### config.mk
export PLATFORM = sky130hd
export DESIGN_NAME = mem_port_arbiter
export DESIGN_NICKNAME = d
export VERILOG_FILES = /design/src/rtl/mem_port_arbiter.sv
export SDC_FILE = /design/constraint.sdc
export NUM_CORES = 1
export LEC_CHECK = 0
export BUFFER_PORTS_ARGS = -buffer_cell sky130_fd_sc_hd__buf_4
export CAP_MARGIN = 0
export CELL_PAD_IN_SITES_DETAIL_PLACEMENT = 0
export CELL_PAD_IN_SITES_GLOBAL_PLACEMENT = 1
export CORE_ASPECT_RATIO = 1.25
export CORE_MARGIN = 3
export CORE_UTILIZATION = 35
export DETAILED_ROUTE_END_ITERATION = 6
export GPL_TIMING_DRIVEN = 0
export MAX_ROUTING_LAYER = met4
export PLACE_DENSITY = 0.91
export SLEW_MARGIN = 40
export SYNTH_ARGS = -nofsm -noshare
export SYNTH_HDL_FRONTEND = slang
export SYNTH_SLANG_ARGS = --single-unit
### constraint.sdc
create_clock -name clk -period 2.6 [get_ports clk]
set_clock_uncertainty 0.2 [all_clocks]
set_input_delay 0.52 -clock clk [delete_from_list [all_inputs] [get_ports clk]]
set_output_delay 0.52 -clock clk [all_outputs]
set_load 0.03 [all_outputs]
### src/rtl/mem_port_arbiter.sv
// Shares one single-ported backing memory between the fetch miss path and the
// data miss/store path. One transaction at a time, data has priority, and a
// streak counter guarantees fetch a grant after STARVE_LIMIT consecutive data
// grants while it waits.
module mem_port_arbiter #(
  parameter int STARVE_LIMIT = 4,  // must be >= 1
  parameter int ADDR_WIDTH   = 32,
  parameter int DATA_WIDTH   = 32
) (
  input  logic                  clk,
  input  logic                  rst,
  // fetch port
  input  logic                  i_req,
  input  logic [ADDR_WIDTH-1:0] i_addr,
  output logic [DATA_WIDTH-1:0] i_rdata,
  output logic                  i_done,
  // data port
  input  logic                  d_req,
  input  logic                  d_we,
  input  logic [ADDR_WIDTH-1:0] d_addr,
  input  logic [DATA_WIDTH-1:0] d_wdata,
  output logic [DATA_WIDTH-1:0] d_rdata,
  output logic                  d_done,
  // backing memory
  output logic                  mem_req,
  output logic                  mem_we,
  output logic [ADDR_WIDTH-1:0] mem_addr,
  output logic [DATA_WIDTH-1:0] mem_wdata,
  input  logic [DATA_WIDTH-1:0] mem_rdata,
  input  logic                  mem_ack,
  // pipeline stall
  output logic                  stall
);

  localparam int SW = $clog2(STARVE_LIMIT + 1);
  localparam logic [SW-1:0] LIMIT = SW'(STARVE_LIMIT);

  typedef enum logic [1:0] {IDLE, BUSY_I, BUSY_D, RESP} state_t;

  state_t                state_q,     state_d;
  logic [SW-1:0]         streak_q,    streak_d;
  logic                  mem_req_q,   mem_req_d;
  logic                  mem_we_q,    mem_we_d;
  logic [ADDR_WIDTH-1:0] mem_addr_q,  mem_addr_d;
  logic [DATA_WIDTH-1:0] mem_wdata_q, mem_wdata_d;
  logic                  i_done_q,    i_done_d;
  logic                  d_done_q,    d_done_d;
  logic [DATA_WIDTH-1:0] i_rdata_q,   i_rdata_d;
  logic [DATA_WIDTH-1:0] d_rdata_q,   d_rdata_d;

  logic fetch_starved;
  assign fetch_starved = i_req && (streak_q == LIMIT);

  // Next-state: arbitration in IDLE, wait for ack in BUSY, one-cycle done in RESP.
  always_comb begin
    // NOTE: every signal gets its hold value first so no path leaves it unassigned (no latch).
    state_d     = state_q;
    streak_d    = streak_q;
    mem_req_d   = mem_req_q;
    mem_we_d    = mem_we_q;
    mem_addr_d  = mem_addr_q;
    mem_wdata_d = mem_wdata_q;
    i_rdata_d   = i_rdata_q;
    d_rdata_d   = d_rdata_q;
    i_done_d    = 1'b0;
    d_done_d    = 1'b0;

    unique case (state_q)
      IDLE: begin
        if (d_req && !fetch_starved) begin
          state_d     = BUSY_D;
          mem_req_d   = 1'b1;
          mem_we_d    = d_we;
          mem_addr_d  = d_addr;
          mem_wdata_d = d_wdata;
          // Only a waiting fetch makes data grants count towards starvation.
          if (i_req) streak_d = (streak_q == LIMIT) ? LIMIT : streak_q + SW'(1);
          else       streak_d = '0;
        end else if (i_req) begin
          state_d    = BUSY_I;
          mem_req_d  = 1'b1;
          mem_we_d   = 1'b0;
          mem_addr_d = i_addr;
          streak_d   = '0;
        end
      end
      BUSY_I: begin
        if (mem_ack) begin
          state_d   = RESP;
          mem_req_d = 1'b0;
          i_rdata_d = mem_rdata;
          i_done_d  = 1'b1;
        end
      end
      BUSY_D: begin
        if (mem_ack) begin
          state_d   = RESP;
          mem_req_d = 1'b0;
          d_rdata_d = mem_rdata;
          d_done_d  = 1'b1;
        end
      end
      RESP:    state_d = IDLE;
      default: state_d = IDLE;
    endcase
  end

  // State and registered outputs; synchronous reset abandons any in-flight access.
  always_ff @(posedge clk) begin
    // NOTE: the read-data holding registers are reset too, since requesters may observe them at any time.
    if (rst) begin
      state_q     <= IDLE;
      streak_q    <= '0;
      mem_req_q   <= 1'b0;
      mem_we_q    <= 1'b0;
      mem_addr_q  <= '0;
      mem_wdata_q <= '0;
      i_done_q    <= 1'b0;
      d_done_q    <= 1'b0;
      i_rdata_q   <= '0;
      d_rdata_q   <= '0;
    end else begin
      // NOTE: non-blocking so every flop samples the pre-edge value of the others.
      state_q     <= state_d;
      streak_q    <= streak_d;
      mem_req_q   <= mem_req_d;
      mem_we_q    <= mem_we_d;
      mem_addr_q  <= mem_addr_d;
      mem_wdata_q <= mem_wdata_d;
      i_done_q    <= i_done_d;
      d_done_q    <= d_done_d;
      i_rdata_q   <= i_rdata_d;
      d_rdata_q   <= d_rdata_d;
    end
  end

  assign mem_req   = mem_req_q;
  assign mem_we    = mem_we_q;
  assign mem_addr  = mem_addr_q;
  assign mem_wdata = mem_wdata_q;
  assign i_done    = i_done_q;
  assign d_done    = d_done_q;
  assign i_rdata   = i_rdata_q;
  assign d_rdata   = d_rdata_q;

  // Stall drops combinationally in the done cycle of the pending requester.
  assign stall = (i_req & ~i_done_q) | (d_req & ~d_done_q);

endmodule

==> impl_metrics.json <==
{
  "status": "complete, no violations",
  "gp_congestion": 0.7904,
  "post_cts.resized_instances": 0,
  "synth_cell_type_count": 30,
  "slew_viol_final": 0,
  "power.density_nw_per_um2": 1050,
  "rsz0062_at_grt": "false",
  "setup_ws_ps": 699.3,
  "wirelength_microns": 16980,
  "overflow": 0,
  "drt_iter0_drc": 211,
  "critPathLaunchType": "flip-flop",
  "nets": 1085,
  "path_clk_slew_ps": 60,
  "fp.dieH_microns": 146.9,
  "hold_depth": 3,
  "hpwl_microns": 13050,
  "holdWs_ps": 155.6,
  "initial_core_util": 0.3640,
  "ys_ff_latch": 137,
  "cts-buffers-inserted": 17,
  "postLayoutCellArea_sq_um": 8408,
  "irDropWorstVdd_uv": 502.6,
  "crit_arrival_ps": 2040,
  "leakage_nw": 3.623,
  "min_path_type": "in2reg",
  "grt.total_usage": 0.1980,
  "min-delay-start": "d_wdata[1]",
  "ys.warnings.count": 0,
  "cp_max_fo": 10,
  "worst_path_most_repeated_cell": "nand2_1",
  "r2r-end": "d_rdata[12]",
  "syn_to_final_growth_pct": 51.32,
  "setup_violations": 0,
  "setup_tns_ps": 0,
  "port_buffers": 263,
  "syn-num-nets": 803,
  "pre_cts_slack_ps": 525.8,
  "min_period_ps": 1901,
  "finalCritPeriodShare": 0.7311,
  "tightest_slew_ps": 733.7,
  "h-tree-depth": 4,
  "maxCapViolCount": 0,
  "syn_area_per_cell_sq_um": 8.394,
  "clk_latency_ps": 410,
  "critPathTopFamily": "buffers and inverters",
  "num_vias": 5414,
  "first_pass_iters": 4,
  "critical_path_class": "reg2reg",
  "power_mw": 8.828,
  "drc": 0,
  "cts.path.max_buffers": 2,
  "hold_viol": 0,
  "vias_per_cell": 4.647,
  "syn_area_sq_um": 5557,
  "die_area_sq_um": 17430,
  "slew_headroom": 0.5109,
  "postCtsSetupBuffers": 0,
  "cts.sinks": 137,
  "drive_above_1_share": 0.4033,
  "n_antenna_cell": 0,
  "post_drt_wl_per_cell_microns": 14.58,
  "ant_nets": 0,
  "grt_max_degree": 17,
  "worstPathCellList": "inv_1, ha_1, nand2_1, clkbuf_1, nand2_1, a21oi_1",
  "grt_pass1_vias": 5318,
  "r2r_cells": 6,
  "grt_first_pass_wirelength_microns": 27230,
  "fmax_mhz": 526.1,
  "die_w_microns": 118.7,
  "required_ps": 2740,
  "critPathCaptureType": "flip-flop",
  "critPathSlowestCell": "clkbuf_1",
  "ios": 267,
  "core_area_sq_um": 15260,
  "row_count": 50,
  "hold-path-endpoint": "mem_wdata[1]",
  "path_buf_inv": 2,
  "ctsHoldBuffers": 0,
  "r2r_slack_ps": 700,
  "root_buffer": "clkbuf_16",
  "postSynthCellCount": 662,
  "synth-seq-area-share": 0.4936,
  "fill_cells": 1497,
  "cts_tree": "built",
  "place_area_sq_um": 7791,
  "antenna_found_initial": 0,
  "slowest_delay_ps": 460,
  "timing.rr.start": "state_q[0]"
}
## cell usage in the layout (no fill, tap or decap), drive strengths merged, types with 2 or more instances in the layout
cell type / count
buf: 291
nand2: 233
dfxtp: 137
a21oi: 133
nor2: 40
clkbuf: 40
a211oi: 33
inv: 11
ha: 7
and2: 5
clkinv: 5
bufinv: 3
nand3: 3
o22ai: 2
nor3: 2
clkinvlp: 2
o21ai: 2
## flip-flops by register name, summed over array words and instances, names as in the netlist
name	cells
d_rdata	32
i_rdata	32
mem_we	1
mem_addr	32
i_done	1
state_q	2
d_done	1
streak_q	3
mem_wdata	32
mem_req	1
## worst reg2reg max path, stage by stage (launching register included)
cell,delay (ps)
dfxtp_1,380
inv_1,100
ha_1,230
nand2_1,180
clkbuf_1,460
nand2_1,120
a21oi_1,160
## logic make-up after synthesis
| group | synth area share |
|---|---|
| and+or+nand+nor | 0.2029 |
| AOI/OAI and AO/OA | 0.2229 |
| DFF | 0.4936 |
| buffers and inverters | 0.06485 |
| adders and majority gates | 0.01576 |
## power by group
part / internal [mW] / switching, mW / total (mW)
sequential: 2.53 / 0.222 / 2.75
combinational: 1.36 / 2.21 / 3.57
clock: 1.53 / 0.981 / 2.51
total: 5.41 / 3.41 / 8.83
## synthesized netlist by cell type
| cell | n | share of area |
|---|---|---|
| buf_2 | 14 | 0.013 |
| and2_1 | 4 | 0.0045 |
| nand2b_1 | 1 | 0.0011 |
| nand3_1 | 2 | 0.0018 |
| nand3_4 | 1 | 0.0032 |
| o21ai_0 | 1 | 0.00090 |
| and2_4 | 1 | 0.0016 |
| a211oi_1 | 4 | 0.0054 |
| nor3b_2 | 1 | 0.0023 |
| nor2_1 | 40 | 0.027 |
| ha_1 | 7 | 0.016 |
| a21oi_1 | 104 | 0.094 |
| o21a_1 | 1 | 0.0014 |
| nand2_1 | 233 | 0.16 |
| o22ai_1 | 2 | 0.0023 |
| buf_12 | 4 | 0.014 |
| a221oi_2 | 1 | 0.0027 |
| nand4_1 | 1 | 0.0011 |
| a31oi_1 | 1 | 0.0011 |
| o21ai_4 | 1 | 0.0029 |
| nor3_1 | 2 | 0.0018 |
| clkbuf_1 | 23 | 0.016 |
| nor2b_1 | 1 | 0.0011 |
| a21oi_2 | 29 | 0.046 |
| inv_1 | 6 | 0.0041 |
| dfxtp_1 | 137 | 0.49 |
| buf_4 | 3 | 0.0041 |
| a32oi_1 | 1 | 0.0016 |
| buf_6 | 7 | 0.014 |
| a211oi_2 | 29 | 0.065 |
## worst max-delay path by stage
stage | from | end | depth (start not counted)
after global placement | rst | mem_addr[7] | 3
after global routing | state_q[0] | mem_wdata[12] | 7
after floorplan | i_req | stall | 3
final | state_q[0] | d_rdata[12] | 6
after detailed placement | rst | mem_addr[8] | 3
after CTS | state_q[1] | mem_addr[21] | 6
## metrics by stage
stage	util	std cells
5_1_grt	0.5508	1165
3_3_place_gp	0.5104	1133
6_report	0.5508	1165
2_1_floorplan	-	662
4_1_cts	0.5508	1165
3_5_place_dp	0.5104	1133
## metal layers
| layer | global-route usage | wire length, microns | up-vias |
|---|---|---|---|
| met5 | - | 0 | - |
| met2 | 0.3468 | 8862 | 169 |
| met3 | 0.04236 | 818 | 21 |
| met1 | 0.2255 | 7022 | 2469 |
| met4 | 0.06261 | 279 | 0 |
| li1 | - | - | 2755 |
## area by class of cell
class                           count  area, sq um  area share
Tap cell                          208        260.3     0.03095
Sequential cell                   137         2743      0.3262
Inverter                            6        22.52    0.002679
Buffer                             51        337.8     0.04018
Timing Repair Buffer              263         1974      0.2348
Multi-Input combinational cell    468         2454      0.2918
Clock inverter                     15        191.4     0.02277
Clock buffer                       17        425.4     0.05060
Note: power is estimated with default switching activity, not from simulation.
